--- config.mk ---
export PLATFORM = sky130hd
export DESIGN_NAME = l4_hdr_sequencer
export DESIGN_NICKNAME = d
export VERILOG_FILES = /design/src/rtl/l4_hdr_sequencer.sv
export SDC_FILE = /design/constraint.sdc
export NUM_CORES = 1
export LEC_CHECK = 0
export ABC_AREA = 1
export BUFFER_PORTS_ARGS = -buffer_cell sky130_fd_sc_hd__buf_2
export CORE_ASPECT_RATIO = 0.7
export CORE_UTILIZATION = 40
export DETAILED_ROUTE_END_ITERATION = 8
export PLACE_DENSITY_LB_ADDON = 0.25
export SLEW_MARGIN = 15
export SYNTH_ARGS = -nofsm -noshare
export SYNTH_HDL_FRONTEND = slang
export SYNTH_SLANG_ARGS = --single-unit
--- constraint.sdc ---
create_clock -name clk_i -period 3.8 [get_ports clk_i]
set_clock_uncertainty 0.05 [all_clocks]
set_input_delay 1.14 -clock clk_i [delete_from_list [all_inputs] [get_ports clk_i]]
set_output_delay 1.14 -clock clk_i [all_outputs]
set_load 0.03 [all_outputs]
--- src/rtl/l4_hdr_sequencer.sv ---
// Passive tap on a 32-bit Ethernet stream: extracts the IPv4 protocol and the L4 ports,
// then issues one registered result strobe per packet, the cycle after eop.
module l4_hdr_sequencer #(
    parameter int MAX_VLAN = 2
) (
    input  logic        clk_i,
    input  logic        rst_i,
    input  logic [31:0] snk_data_i,
    input  logic        snk_valid_i,
    input  logic        snk_sop_i,
    input  logic        snk_eop_i,
    output logic [7:0]  ip_prot_o,
    output logic        ip_prot_en_o,
    output logic [15:0] port_src_o,
    output logic        port_src_en_o,
    output logic [15:0] port_dst_o,
    output logic        port_dst_en_o,
    output logic        res_valid_o,
    output logic        trunc_o
);

    typedef enum logic [2:0] {IDLE, ETH, IP, L4, WAIT_EOP} state_t;

    state_t      state_q, state_d, cur_st;
    logic [5:0]  wcnt_q, wcnt_d, idx;
    logic [1:0]  vlan_q, vlan_d, k;
    logic [3:0]  ihl_q, ihl_d;
    logic [7:0]  prot_q, prot_d;
    logic        prot_en_q, prot_en_d;
    logic [15:0] src_q, src_d, dst_q, dst_d;
    logic        src_en_q, src_en_d, dst_en_q, dst_en_d;
    logic        res_d, trunc_d;
    logic [15:0] etype;
    logic [5:0]  eth_w, ip_w, src_w, dst_w;

    always_ff @(posedge clk_i or posedge rst_i) begin
        if (rst_i) state_q <= IDLE;
        else       state_q <= state_d;
    end

    // A sop beat restarts parsing from any state, which also drops a packet that lost its eop.
    always_comb begin
        state_d   = state_q;
        wcnt_d    = wcnt_q;
        vlan_d    = vlan_q;
        ihl_d     = ihl_q;
        prot_d    = prot_q;
        prot_en_d = prot_en_q;
        src_d     = src_q;
        src_en_d  = src_en_q;
        dst_d     = dst_q;
        dst_en_d  = dst_en_q;
        res_d     = 1'b0;
        trunc_d   = 1'b0;
        cur_st    = snk_sop_i ? ETH : state_q;
        k         = snk_sop_i ? 2'd0 : vlan_q;
        idx       = snk_sop_i ? 6'd0 : wcnt_q;
        etype     = snk_data_i[31:16];
        eth_w     = 6'd3 + {4'd0, k};
        ip_w      = 6'd5 + {4'd0, k};
        src_w     = 6'd3 + {4'd0, k} + {2'd0, ihl_q};
        dst_w     = src_w + 6'd1;
        if (snk_valid_i) begin
            if (snk_sop_i) begin
                state_d   = ETH;
                vlan_d    = 2'd0;
                ihl_d     = 4'd0;
                prot_d    = 8'd0;
                prot_en_d = 1'b0;
                src_d     = 16'd0;
                src_en_d  = 1'b0;
                dst_d     = 16'd0;
                dst_en_d  = 1'b0;
            end
            wcnt_d = (idx == 6'd63) ? 6'd63 : idx + 6'd1;
            case (cur_st)
                ETH: if (idx == eth_w) begin
                    if ((etype == 16'h8100 || etype == 16'h88A8) && int'(k) < MAX_VLAN)
                        vlan_d = k + 2'd1;
                    else if (etype == 16'h0800 && snk_data_i[15:12] == 4'd4 &&
                             snk_data_i[11:8] >= 4'd5) begin
                        ihl_d   = snk_data_i[11:8];
                        state_d = IP;
                    end else
                        state_d = WAIT_EOP;
                end
                IP: if (idx == ip_w) begin
                    prot_d    = snk_data_i[7:0];
                    prot_en_d = 1'b1;
                    // MF flag or non-zero offset: ports are not in this fragment
                    state_d   = (snk_data_i[29] || snk_data_i[28:16] != 13'd0) ? WAIT_EOP : L4;
                end
                L4: if (idx == src_w) begin
                    src_d    = snk_data_i[15:0];
                    src_en_d = 1'b1;
                end else if (idx == dst_w) begin
                    dst_d    = snk_data_i[31:16];
                    dst_en_d = 1'b1;
                    state_d  = WAIT_EOP;
                end
                default: ;
            endcase
            if (snk_eop_i && cur_st != IDLE) begin
                res_d   = 1'b1;
                trunc_d = (state_d == ETH || state_d == IP || state_d == L4);
                state_d = IDLE;
            end
        end
    end

    always_ff @(posedge clk_i or posedge rst_i) begin
        if (rst_i) begin
            wcnt_q        <= 6'd0;
            vlan_q        <= 2'd0;
            ihl_q         <= 4'd0;
            prot_q        <= 8'd0;
            prot_en_q     <= 1'b0;
            src_q         <= 16'd0;
            src_en_q      <= 1'b0;
            dst_q         <= 16'd0;
            dst_en_q      <= 1'b0;
            res_valid_o   <= 1'b0;
            trunc_o       <= 1'b0;
            ip_prot_o     <= 8'd0;
            ip_prot_en_o  <= 1'b0;
            port_src_o    <= 16'd0;
            port_src_en_o <= 1'b0;
            port_dst_o    <= 16'd0;
            port_dst_en_o <= 1'b0;
        end else begin
            wcnt_q      <= wcnt_d;
            vlan_q      <= vlan_d;
            ihl_q       <= ihl_d;
            prot_q      <= prot_d;
            prot_en_q   <= prot_en_d;
            src_q       <= src_d;
            src_en_q    <= src_en_d;
            dst_q       <= dst_d;
            dst_en_q    <= dst_en_d;
            res_valid_o <= res_d;
            // captures from the eop beat itself are taken from the _d side
            if (res_d) begin
                trunc_o       <= trunc_d;
                ip_prot_o     <= prot_d;
                ip_prot_en_o  <= prot_en_d;
                port_src_o    <= src_d;
                port_src_en_o <= src_en_d;
                port_dst_o    <= dst_d;
                port_dst_en_o <= dst_en_d;
            end
        end
    end

endmodule

== Word level (Yosys, flattened, before mapping) ==
Index checks and enable logic that the tools add are counted.

* Add/sub/neg operators: 6
* Order comparisons: 2
* Eq/ne operators: 15
* Mux-type cells: 52
* Reductions and logical operators: 10

{| class="wikitable"
|+ Operator list
! kind !! count
|-
| $mux 16 || 9
|-
| $eq 16x16->1 const B || 2
|-
| $mux 8 || 4
|-
| $mux 3 || 10
|-
| $mux 4 || 5
|-
| $mux 1 || 17
|-
| $eq 16x12->1 const B || 1
|-
| $reduce_bool 13->1 || 1
|-
| $eq 3x2->1 const B || 4
|-
| $mux 6 || 2
|-
| $pmux 3 s3 || 1
|-
| $mux 2 || 4
|-
| $add 5x1->6 const B || 1
|-
| $add 6x1->6 const B || 1
|-
| $eq 3x1->1 const B || 2
|-
| $eq 6x3->1 || 1
|-
| $eq 6x4->1 || 1
|-
| $eq 6x5->1 || 1
|-
| $eq 6x6->1 || 1
|-
| $eq 6x6->1 const B || 1
|-
| $add 3x4->5 || 1
|-
| $add 3x2->4 const A || 1
|-
| $eq 4x3->1 const B || 1
|-
| $ge 4x3->1 const B || 1
|-
| other kinds (6) || 12
|}

* Register bits: 103
* Bits of input ports: 37
* Word-level logic and storage cells: 103

== Longest topological paths before layout ==
Gate-level depths: netlist of run 1.

* Depth in word-level cells: 14
* Gate-level depth with buffers: 21
* Depth with buffers taken out: 20

== Worst setup path after synthesis of run 1 ==
No wires, ideal clock.

* Kind: input -> register
* Start point: in snk_sop_i
* End point: reg port_dst_o[0]
* Setup time: 0.116 ns
* Data arrival time: 3.496 ns
* Path slack: 0.138 ns
* Stages on the path: 18
* Path buffers: 3
* Cells stage by stage: buf_6 buf_6 nor2_1 nand2_1 nand2_1 inv_1 fa_1 ha_1 xnor2_1 nor2_1 nand3_1 nor2_1 nand3_1 buf_2 nand2_1 nand3_1 nor2_1 nor2_1

* Word-level cells in the longest chain between the ends: 9

{| class="wikitable"
|+ Ends and longest elaborated chain
! item !! line !! text
|-
| start: declaration || 10 || <nowiki>input logic snk_sop_i,</nowiki>
|-
| $mux 2 || 56 || <nowiki>k = snk_sop_i ? 2'd0 : vlan_q;</nowiki>
|-
| $add 2x2->3 || 61 || <nowiki>src_w = 6'd3 + {4'd0, k} + {2'd0, ihl_q};</nowiki>
|-
| $add 3x4->5 || 61 ||
|-
| $add 5x1->6 || 62 || <nowiki>dst_w = src_w + 6'd1;</nowiki>
|-
| $eq 6x6->1 || 96 || <nowiki>end else if (idx == dst_w) begin</nowiki>
|-
| $mux 16 || 96 ||
|-
| $mux 16 || 93 || <nowiki>L4: if (idx == src_w) begin</nowiki>
|-
| $mux 16 || 76 || <nowiki>case (cur_st)</nowiki>
|-
| $mux 16 || 63 || <nowiki>if (snk_valid_i) begin</nowiki>
|-
| end signal: assignment || 148 || <nowiki>port_dst_o <= dst_d;</nowiki>
|-
| end: declaration || 16 || <nowiki>output logic [15:0] port_dst_o,</nowiki>
|}

Several ways; a longest one is shown, not always the timed one.
A chain may end at the register's enable or synchronous reset.

== Worst setup path after layout of run 1 ==
* Start point: in snk_sop_i
* End point: reg state_q[2]

* Word-level cells in the longest chain between the ends: 10

{| class="wikitable"
|+ Ends and longest elaborated chain
! item !! line !! text
|-
| $mux 2 || 56 ||
|-
| $add 2x2->3 || 59, 61 ||
|-
| $add 3x4->5 || 61 ||
|-
| $add 5x1->6 || 62 ||
|-
| $eq 6x6->1 || 96 ||
|-
| $mux 3 || 96 ||
|-
| $mux 3 || 93 ||
|-
| $pmux 3 s3 || 76 ||
|-
| $mux 3 || 63 ||
|-
| $mux 3 (*) || 103 || <nowiki>if (snk_eop_i && cur_st != IDLE) begin</nowiki>
|-
| end signal: assignment || 38 || <nowiki>else state_q <= state_d;</nowiki>
|-
| end: declaration || 24 || <nowiki>state_t state_q, state_d, cur_st;</nowiki>
|}

Mark *: on every way between the ends. The rest lies on a longest branch, timed or not. The select of a mux whose other input is x is not followed.

==> flow_metrics.env, run 1 <==
export IMPL_p_int_w=0.00187
export IMPL_grtUsageMet3_pct=5.64
export IMPL_use_met2_pct=30.7
export IMPL_synth_main_ff_cell="dfrtp_1"
export IMPL_htree_num_levels=3
export IMPL_routed_wl_mm=13.7
export IMPL_clockBufferDepth=2
export IMPL_cts_root_buf="clkbuf_16"
export IMPL_r2r_start="vlan_q[1]"
export IMPL_synth_warnings=0
export IMPL_regArea_um2=2580
export IMPL_path_max_fanout=10
export IMPL_reg2reg_slack_ps=740
export IMPL_grt_pass1_wl_mm=22.7
export IMPL_cts_tree="built"
export IMPL_seq_power_share_pct=44.3
export IMPL_layout_cells_non_filler=911
export IMPL_synth_fa_ha_area_share_pct=2.04
export IMPL_die_w_um=139
export IMPL_required_ps=3970
export IMPL_cts_setup_buffers=0
export IMPL_cap_violations=0
export IMPL_track_usage_pct=21.2
export IMPL_violations="design-rule violations"
export IMPL_layout_common_cells="nand2_1, dfrtp_1, buf_2"
export IMPL_hold_depth=2
export IMPL_nNetsFinal=789
export IMPL_synth_edff_count=0
export IMPL_num_vias=4566
export IMPL_status="complete, but fails checks"
export IMPL_pwr_share_clk_pct=37.5
export IMPL_yosysTopAreaCell="dfrtp_1"
export IMPL_yosys_area_share_simple_pct=34.7
export IMPL_tns_ps=0
export IMPL_grt_max_degree=73
export IMPL_post_route_util_pct=49.0
export IMPL_ant_nets=0
export IMPL_drv_slew=0
export IMPL_numClockSinks=103
export IMPL_avgSynthCellArea_um2=7.95
export IMPL_fmax_ghz=0.284
export IMPL_worstSetupEndpointType="flop"
export IMPL_cp_common_cell="nand2_1"
export IMPL_ios=82
export IMPL_place_congestion=0.929
export IMPL_p_leak_nw=3.47
export IMPL_critical_path_cell_chain="buf_2 > nor2_1 > buf_4 > inv_1 > ha_1 > inv_1 > ha_1 > nand2_1 > nand2_1 > nor3_1 > inv_1 > nand3_1 > nand2_1 > nand3_1 > buf_4 > nand3_1 > nand2_1 > o21ai_0"
export IMPL_pwr_density_cell_nw_per_um2=432
export IMPL_worst_setup_path_type="input pin to flop"
export IMPL_worst_hold_path_type="flop to flop"
export IMPL_numCtsBuffers=9
export IMPL_synth_area_mux_share_pct=1.14
export IMPL_ys_ff_latch=103
export IMPL_start_util_pct=41.7
export IMPL_ir_drop_v=0.000259
export IMPL_fillers=1252
export IMPL_synth_xor_xnor_area_share_pct=0.997
export IMPL_slew_headroom_pct=40.5
export IMPL_cp_top_family="simple AND/OR/NAND/NOR gates"
export IMPL_wl_per_cell_um=15.0
export IMPL_worst_pin_slew_ps=891
export IMPL_yosys_top_cells_area="dfrtp_1, nand2_1, nand3_1"
export IMPL_first_pass_iters=6
export IMPL_ys_async_sr_fraction_pct=100
export IMPL_busiest_layer="met1"
export IMPL_critical_path_buf_inv_count=6
export IMPL_synth_area_um2=5270
export IMPL_route_detailed_drc=4
export IMPL_synth_cell_type_count=43
export IMPL_p_sw_share_pct=30.1
export IMPL_num_rows=34
export IMPL_antenna_found_initial=0
export IMPL_die_area_um2=13600
export IMPL_hpwl_mm=9.76
export IMPL_worstReg2RegEnd="state_q[2]"
export IMPL_dp_cells=895
export IMPL_multiInputGateArea_um2=2300
export IMPL_ff2ff_path_depth=19
export IMPL_diodes=0
export IMPL_rsz0062_at_grt="no"
export IMPL_cpMaxStageDelayCell="ha_1"
export IMPL_synth_top_family_by_area="simple AND/OR/NAND/NOR gates"
export IMPL_cp_arrival_ps=3690
export IMPL_drt_initial_drc_count=392
export IMPL_synth_compound_area_share_pct=4.72
export IMPL_fin_crit_sh_pct=92.8
export IMPL_clock_latency_ps=350
export IMPL_overflow=0
export IMPL_hold_violations=0
export IMPL_area_delta_synth_final_pct=17.4
export IMPL_synth_top_area_share_pct=48.9
export IMPL_syn_instance_count=663
export IMPL_min_period_ps=3530
export IMPL_port_buffers=81
export IMPL_crit_path_max_incr_delay_ps=300
export IMPL_grtUsageMet1_pct=31.3
export IMPL_setup_viol=0
export IMPL_p_switching_w=0.000804
export IMPL_comb_power_share_pct=18.2
export IMPL_core_area_um2=12600
export IMPL_drive_gt1_share_pct=19.9
export IMPL_cp_startpoint="snk_sop_i"
export IMPL_synth_nets=708
export IMPL_worst_hold_path_endpoint="port_src_o[1]"
export IMPL_yosysSeqAreaShare_pct=48.9
export IMPL_die_h_um=98.0
export IMPL_clk_pin_slew_ps=70
export IMPL_final_common_cell="nand2_1"
export IMPL_vias_per_cell=5.01
export IMPL_startpoint_type="input pin"
export IMPL_hp_start="port_src_o[1]"
export IMPL_grt_pass1_vias=4423
kinds of logic after synthesis:
kind of cell / after synthesis
simple gates: 404
flops: 103
buf+inv: 92
compound gates: 44
fa+ha+maj: 8
xor+xnor: 6
mux: 6
worst register-to-register path, stage by stage (launching register included):
cell     delay (ps)
dfrtp_1         360
inv_1            90
nor2_1           60
buf_4           130
inv_1            70
ha_1            150
inv_1            80
ha_1            370
inv_1            80
nand2_1         100
nand2_1         110
nor3_1          290
inv_1            80
nand3_1          90
nand2_1         120
nand3_1         150
buf_4           190
nand3_1         150
nand2_1         100
o21ai_0          90
state kept, by name, summed over array words and instances, names as in the netlist, 2 cells and up:
signal	flops
ip_prot_o	8
prot_q	8
port_dst_o	16
dst_q	16
state_q	3
src_q	16
ihl_q	4
port_src_o	16
vlan_q	2
wcnt_q	6
cell usage after synthesis, drive strengths merged, types with 2 or more instances:
cell and n:
a21oi 8, buf 16, clkbuf 11, dfrtp 103, ha 7, inv 65
mux2i 6, nand2 233, nand3 89, nand3b 2, nand4 16, nor2 49
nor3 9, o21a 5, o21ai 25, or2 3, xnor2 3, xor2 3
cell type report:
type / instances / share of cell area [%]
flip-flops and latches: 103 / 41.7
multi-input cells: 468 / 37.2
repair buffers: 97 / 8.70
inverters: 65 / 4.05
clock buffers: 12 / 3.82
well taps: 162 / 3.28
clock inverters: 4 / 1.25
metrics by stage:
step / area [µm²] / total power (W) / worst slack [ps] / hold WS [ps]
5_1_grt: 6190 / 0.00280 / 29.8 / 445
2_1_floorplan: 5270 / 0.00155 / 138 / 395
4_1_cts: 6180 / 0.00270 / 309 / 429
3_3_place_gp: 5870 / 0.00168 / 40.4 / 410
3_5_place_dp: 5870 / 0.00169 / -51.5 / 410
6_report: 6190 / 0.00267 / 275 / 424
routing by layer:
metal  vias up  share of wire, %
li1       2281                 -
met1      2136                50
met2       135                42
met3        14               6.6
met4         0               1.0
met5         -                 0
how the worst max path moves through the flow:
stage,endpoint,depth (start not counted)
4_1_cts,port_dst_o[5],18
3_5_place_dp,port_dst_o[5],18
3_3_place_gp,port_dst_o[5],18
2_1_floorplan,port_dst_o[0],18
5_1_grt,port_dst_o[13],18
6_report,state_q[2],18
repair_timing:
| item | in CTS | in global routing |
|---|---|---|
| gates resized for setup | 0 | 1 |
| setup endpoints to repair | 0 | 3 |
| hold buffers | 0 | 0 |
power groups by stage:
| stage | Combinational (W) | Sequential [W] | Clock (W) |
|---|---|---|---|
| after floorplan | 0.000298 | 0.00125 | 0 |
| after global placement | 0.000479 | 0.00120 | 0 |
| after detailed placement | 0.000487 | 0.00121 | 0 |
| after CTS | 0.000488 | 0.00119 | 0.00103 |
| after global routing | 0.000538 | 0.00119 | 0.00107 |
| final | 0.000486 | 0.00119 | 0.00100 |
Power figures use the tool's default switching activity.
==> run 2, diff against run 1 <==
Settings changed: RECOVER_POWER set to 25.
==> run 2 against run 1 <==
Net effect:
- the run ends with design-rule violations, max-capacitance violations, max-slew violations left
- critical path depth did not move
- non-clock buffer count unchanged
- utilization decreased by 0.12 points
- global-route usage did not move
- total power down 0.11%
- clock-buffer cell count did not move
- largest cell class unchanged
==> flow_metrics.env, run 2 (synthesized netlist as in run 1, its figures left out) <==
export IMPL_clk_pin_slew_ps=70
export IMPL_pwr_density_cell_nw_per_um2=433
export IMPL_ir_drop_v=0.000257
export IMPL_violations="design-rule violations, max-capacitance violations, max-slew violations"
export IMPL_drive_gt1_share_pct=19.9
export IMPL_antenna_found_initial=0
export IMPL_dr_wl_met2_mm=5.84
export IMPL_startpoint_type="input pin"
export IMPL_cpMaxStageDelayCell="ha_1"
export IMPL_cp_num_cells=18
export IMPL_crit_path_max_incr_delay_ps=300
export IMPL_clock_latency_ps=350
export IMPL_p_leak_nw=3.47
export IMPL_worst_pin_slew_ps=1490
export IMPL_drv_slew=1
export IMPL_ff2ff_path_depth=19
export IMPL_critical_path_cell_chain="buf_2 > nor2_1 > buf_4 > inv_1 > ha_1 > inv_1 > ha_1 > nand2_1 > nand2_1 > nor3_1 > inv_1 > nand3_1 > nand2_1 > nand3_1 > buf_4 > nand3_1 > nand2_1 > o21ai_0"
export IMPL_status="complete, but fails checks"
export IMPL_m1WireLength_mm=6.79
export IMPL_cp_top_family="simple AND/OR/NAND/NOR gates"
export IMPL_start_util_pct=41.7
export IMPL_cp_arrival_ps=3710
export IMPL_cts_tree="built"
export IMPL_die_h_um=98.0
export IMPL_ant_nets=0
export IMPL_cp_common_cell="nand2_1"
export IMPL_hold_violations=0
export IMPL_routed_top_layer="met4"
export IMPL_num_vias=4596
export IMPL_hold_depth=2
export IMPL_core_area_um2=12600
export IMPL_fin_crit_sh_pct=93.4
export IMPL_die_area_um2=13600
export IMPL_place_congestion=0.929
export IMPL_hpwl_mm=9.76
export IMPL_nNetsFinal=789
export IMPL_regArea_um2=2580
export IMPL_routed_wl_mm=13.7
export IMPL_setup_viol=0
export IMPL_worstSetupEndpointType="flop"
export IMPL_diodes=0
export IMPL_cap_violations=1
export IMPL_met3_length_um=912
export IMPL_numClockSinks=103
export IMPL_first_pass_iters=9
export IMPL_fillers=1254
export IMPL_final_common_cell="nand2_1"
export IMPL_ios=82
export IMPL_drt_initial_drc_count=374
export IMPL_num_rows=34
export IMPL_finalInstanceArea_um2=6170
export IMPL_grt_pass1_wl_mm=22.7
export IMPL_worst_hold_path_type="flop to flop"
export IMPL_rsz0062_at_grt="no"
export IMPL_power_w=0.00267
export IMPL_critical_path_buf_inv_count=6
export IMPL_path_max_fanout=10
export IMPL_grt_max_degree=73
export IMPL_numCtsBuffers=9
export IMPL_worst_setup_path_type="input pin to flop"
export IMPL_route_detailed_drc=4
export IMPL_required_ps=3960
export IMPL_clockBufferDepth=2
export IMPL_layout_common_cells="nand2_1, dfrtp_1, buf_2"
export IMPL_dpl_cell_area_um2=5870
export IMPL_htree_num_levels=3
export IMPL_port_buffers=81
export IMPL_fmax_ghz=0.282
export IMPL_area_delta_synth_final_pct=17.1
export IMPL_multiInputGateArea_um2=2300
export IMPL_cts_root_buf="clkbuf_16"
export IMPL_grt_pass1_vias=4423
export IMPL_tns_ps=0
export IMPL_wl_per_cell_um=15.0
export IMPL_vias_per_cell=5.05
export IMPL_min_period_ps=3550
export IMPL_slew_headroom_pct=-0.0106
export IMPL_die_w_um=139
export IMPL_overflow=0
export IMPL_track_usage_pct=21.2
-- run 2: metrics by stage --
| stage | cells | setup WS [ps] | utilization (%) | hold WS (ps) |
|---|---|---|---|---|
| global route | 911 | 29.8 | 48.8 | 445 |
| finish | 911 | 252 | 48.8 | 427 |
| global placement | 895 | 40.4 | 46.5 | 410 |
| CTS | 911 | 309 | 48.9 | 429 |
| floorplan | 663 | 138 | - | 395 |
| detailed placement | 895 | -51.5 | 46.5 | 410 |
-- run 2: layout make-up --
| class | count | share of cell area, % |
|---|---|---|
| Tap cell | 162 | 3.28 |
| Sequential cell | 103 | 41.8 |
| Inverter | 65 | 4.01 |
| Timing Repair Buffer | 97 | 8.52 |
| Clock buffer | 12 | 3.83 |
| Clock inverter | 4 | 1.26 |
| Multi-Input combinational cell | 468 | 37.3 |
-- run 2: worst reg2reg max path, stage by stage (launching register included) --
cell     delay, ps
dfrtp_1        360
inv_1           90
nor2_1          60
buf_4          130
inv_1           70
ha_1           150
inv_1           80
ha_1           360
inv_1           80
nand2_1        100
nand2_1        110
nor3_1         290
inv_1           80
nand3_1         90
nand2_1        120
nand3_1        150
buf_4          190
nand3_1        150
nand2_1        110
o21ai_0         90
-- run 2: per-layer routing --
metal  vias to the layer above  track usage (%)
met5                         -                0
met4                         0             5.56
met3                        14             5.64
met2                       135             30.7
met1                      2167             31.3
li1                       2280                -
-- run 2: timing repair --
action / in CTS / in global routing
hold buffers: 0 / 0
endpoints found under the setup margin: 0 / 3
gates resized for setup: 0 / 1
buffers inserted: 0 / 0
-- run 2: worst paths after layout --
path | slack [ps] | from | endpoint
max | 250 | snk_sop_i | state_q[2]
min | 430 | port_src_o[0] | port_src_o[0]
max reg2reg | 710 | vlan_q[1] | state_q[2]
min reg2reg | 430 | port_src_o[0] | port_src_o[0]
max in group asynchronous | 920 | rst_i | port_dst_o[9]
min in group asynchronous | 1080 | rst_i | port_src_o[6]
-- run 2: where the power goes --
group	internal [W]	switching [W]
Combinational	0.000138	0.000347
Clock	0.000583	0.000418
Sequential	0.00115	0.0000374
Total	0.00187	0.000802
==> run 3, diff against run 2 <==
Clock period 3.8 ns to 3.38 ns, I/O delays scaled along.
==> run 3 against run 2 <==
Net effect:
- via count is 3.2% higher
- the run still ends with design-rule violations, max-capacitance violations, max-slew violations left
- hold slack better by 2.0 ps
- combinational power is 16% higher
- die area stayed put
- design area is 3.4% higher
- largest cell class unchanged
- wire length is 4.0% higher
- clock-buffer cell count is 3 lower
- highest routed layer unchanged
- final cell count is 1.9% higher
==> flow_metrics.env, run 3 (synthesized netlist as in run 1, its figures left out) <==
export IMPL_num_vias=4741
export IMPL_numCtsBuffers=9
export IMPL_cts_tree="built"
export IMPL_die_h_um=98.0
export IMPL_worst_slack_ps=153
export IMPL_ios=82
export IMPL_numClockSinks=103
export IMPL_startpoint_type="input pin"
export IMPL_holdWs_ps=429
export IMPL_place_congestion=0.877
export IMPL_drive_gt1_share_pct=23.5
export IMPL_hp_start="ip_prot_o[6]"
export IMPL_htree_num_levels=3
export IMPL_track_usage_pct=22.1
export IMPL_first_pass_iters=7
export IMPL_clk_pin_slew_ps=70
export IMPL_grt_pass1_wl_mm=23.5
export IMPL_final_common_cell="nand2_1"
export IMPL_cts_root_buf="clkbuf_16"
export IMPL_min_period_ps=3230
export IMPL_worst_hold_path_type="flop to flop"
export IMPL_drv_slew=41
export IMPL_setup_viol=0
export IMPL_pre_cts_ws_ps=-305
export IMPL_hpwl_mm=10.4
export IMPL_hold_violations=0
export IMPL_required_ps=3560
export IMPL_vias_per_cell=5.11
export IMPL_ant_nets=0
export IMPL_path_max_fanout=5
export IMPL_nNetsFinal=806
export IMPL_worstReg2RegEnd="port_dst_o[1]"
export IMPL_wl_per_cell_um=15.3
export IMPL_worst_pin_slew_ps=1790
export IMPL_fmax_ghz=0.310
export IMPL_clock_latency_ps=350
export IMPL_p_leak_nw=3.54
export IMPL_core_area_um2=12600
export IMPL_violations="design-rule violations, max-capacitance violations, max-slew violations"
export IMPL_drt_initial_drc_count=323
export IMPL_hold_depth=2
export IMPL_routed_wl_mm=14.2
export IMPL_layout_common_cells="nand2_1, dfrtp_1, buf_2"
export IMPL_ff2ff_path_depth=21
export IMPL_r2r_start="vlan_q[0]"
export IMPL_worstSetupEndpointType="flop"
export IMPL_worst_setup_path_type="input pin to flop"
export IMPL_die_area_um2=13600
export IMPL_grt_max_degree=46
export IMPL_pwr_density_cell_nw_per_um2=467
export IMPL_ir_drop_v=0.000288
export IMPL_reg2reg_slack_ps=470
export IMPL_post_route_util_pct=50.5
export IMPL_num_rows=34
export IMPL_port_buffers=81
export IMPL_overflow=0
export IMPL_status="complete, but fails checks"
export IMPL_die_w_um=139
export IMPL_cp_arrival_ps=3410
export IMPL_start_util_pct=41.7
export IMPL_worst_hold_path_endpoint="ip_prot_o[6]"
export IMPL_grt_pass1_vias=4566
export IMPL_fin_crit_sh_pct=95.5
export IMPL_cts_hold_buf=0
export IMPL_diodes=0
export IMPL_antenna_found_initial=0
export IMPL_slew_headroom_pct=-19.7
export IMPL_area_delta_synth_final_pct=21.1
export IMPL_clockBufferDepth=2
export IMPL_route_detailed_drc=8
export IMPL_cap_violations=1
[run 3: changes by cell type in the layout (fill, tap and decap cells not counted), sizes merged]
cell / delta
inv: +3
bufinv: -1
clkbuf: -2
buf: +16
clkinvlp: +2
clkinv: -1
[run 3: per-stage QoR]
stage | TNS [ps] | power (W) | instance area [µm²] | instances
floorplan | -674 | 0.00175 | 5320 | 663
global placement | -7090 | 0.00191 | 6030 | 910
detailed placement | -10760 | 0.00192 | 6030 | 910
CTS | 0 | 0.00301 | 6340 | 926
global route | -79.9 | 0.00312 | 6380 | 928
finish | 0 | 0.00298 | 6380 | 928
[run 3: area by class of cell]
cell class                      count  area (µm²)
Inverter                           65         248
Multi-Input combinational cell    468        2380
Clock inverter                      7        85.1
Sequential cell                   103        2580
Clock buffer                        9         225
Tap cell                          162         203
Fill cell                        1220        6250
Timing Repair Buffer              114         663
[run 3: routing by layer]
layer / vias up / global-route usage (%) / wire [µm]
met1: 2232 / 34.3 / 7280
met3: 12 / 4.90 / 1060
li1: 2322 / - / -
met5: - / 0 / 0
met4: 0 / 4.87 / 119
met2: 175 / 31.1 / 5760
[run 3: worst max path at each step]
stage,endpoint,start
floorplan,port_dst_o[0],snk_sop_i
global placement,port_dst_o[1],snk_sop_i
detailed placement,port_dst_o[1],snk_sop_i
CTS,port_dst_o[1],snk_sop_i
global route,port_dst_o[1],snk_sop_i
finish,port_dst_o[1],snk_sop_i
[run 3: report_power, final]
part / switching (W) / total (W) / internal (W)
combinational: 0.000399 / 0.000565 / 0.000166
clock: 0.000487 / 0.00108 / 0.000590
sequential: 0.0000497 / 0.00134 / 0.00129
total: 0.000937 / 0.00298 / 0.00205
[run 3: what timing repair did]
action	4_1_cts	5_1_grt
setup endpoints to repair	0	38
setup buffers	0	1
gates resized for setup	0	14
[run 3: critical path: stages]
cell and delay [ps]:
buf_2 140, nor2_4 120, inv_2 60, ha_4 160, fa_2 540, ha_2 270, xnor2_1 130, nor2_1 120
nand3_2 110, nor2_4 130, nand3_4 120, buf_6 170, nand2_1 60, nand3_1 80, nor2_1 120, nor2_1 50
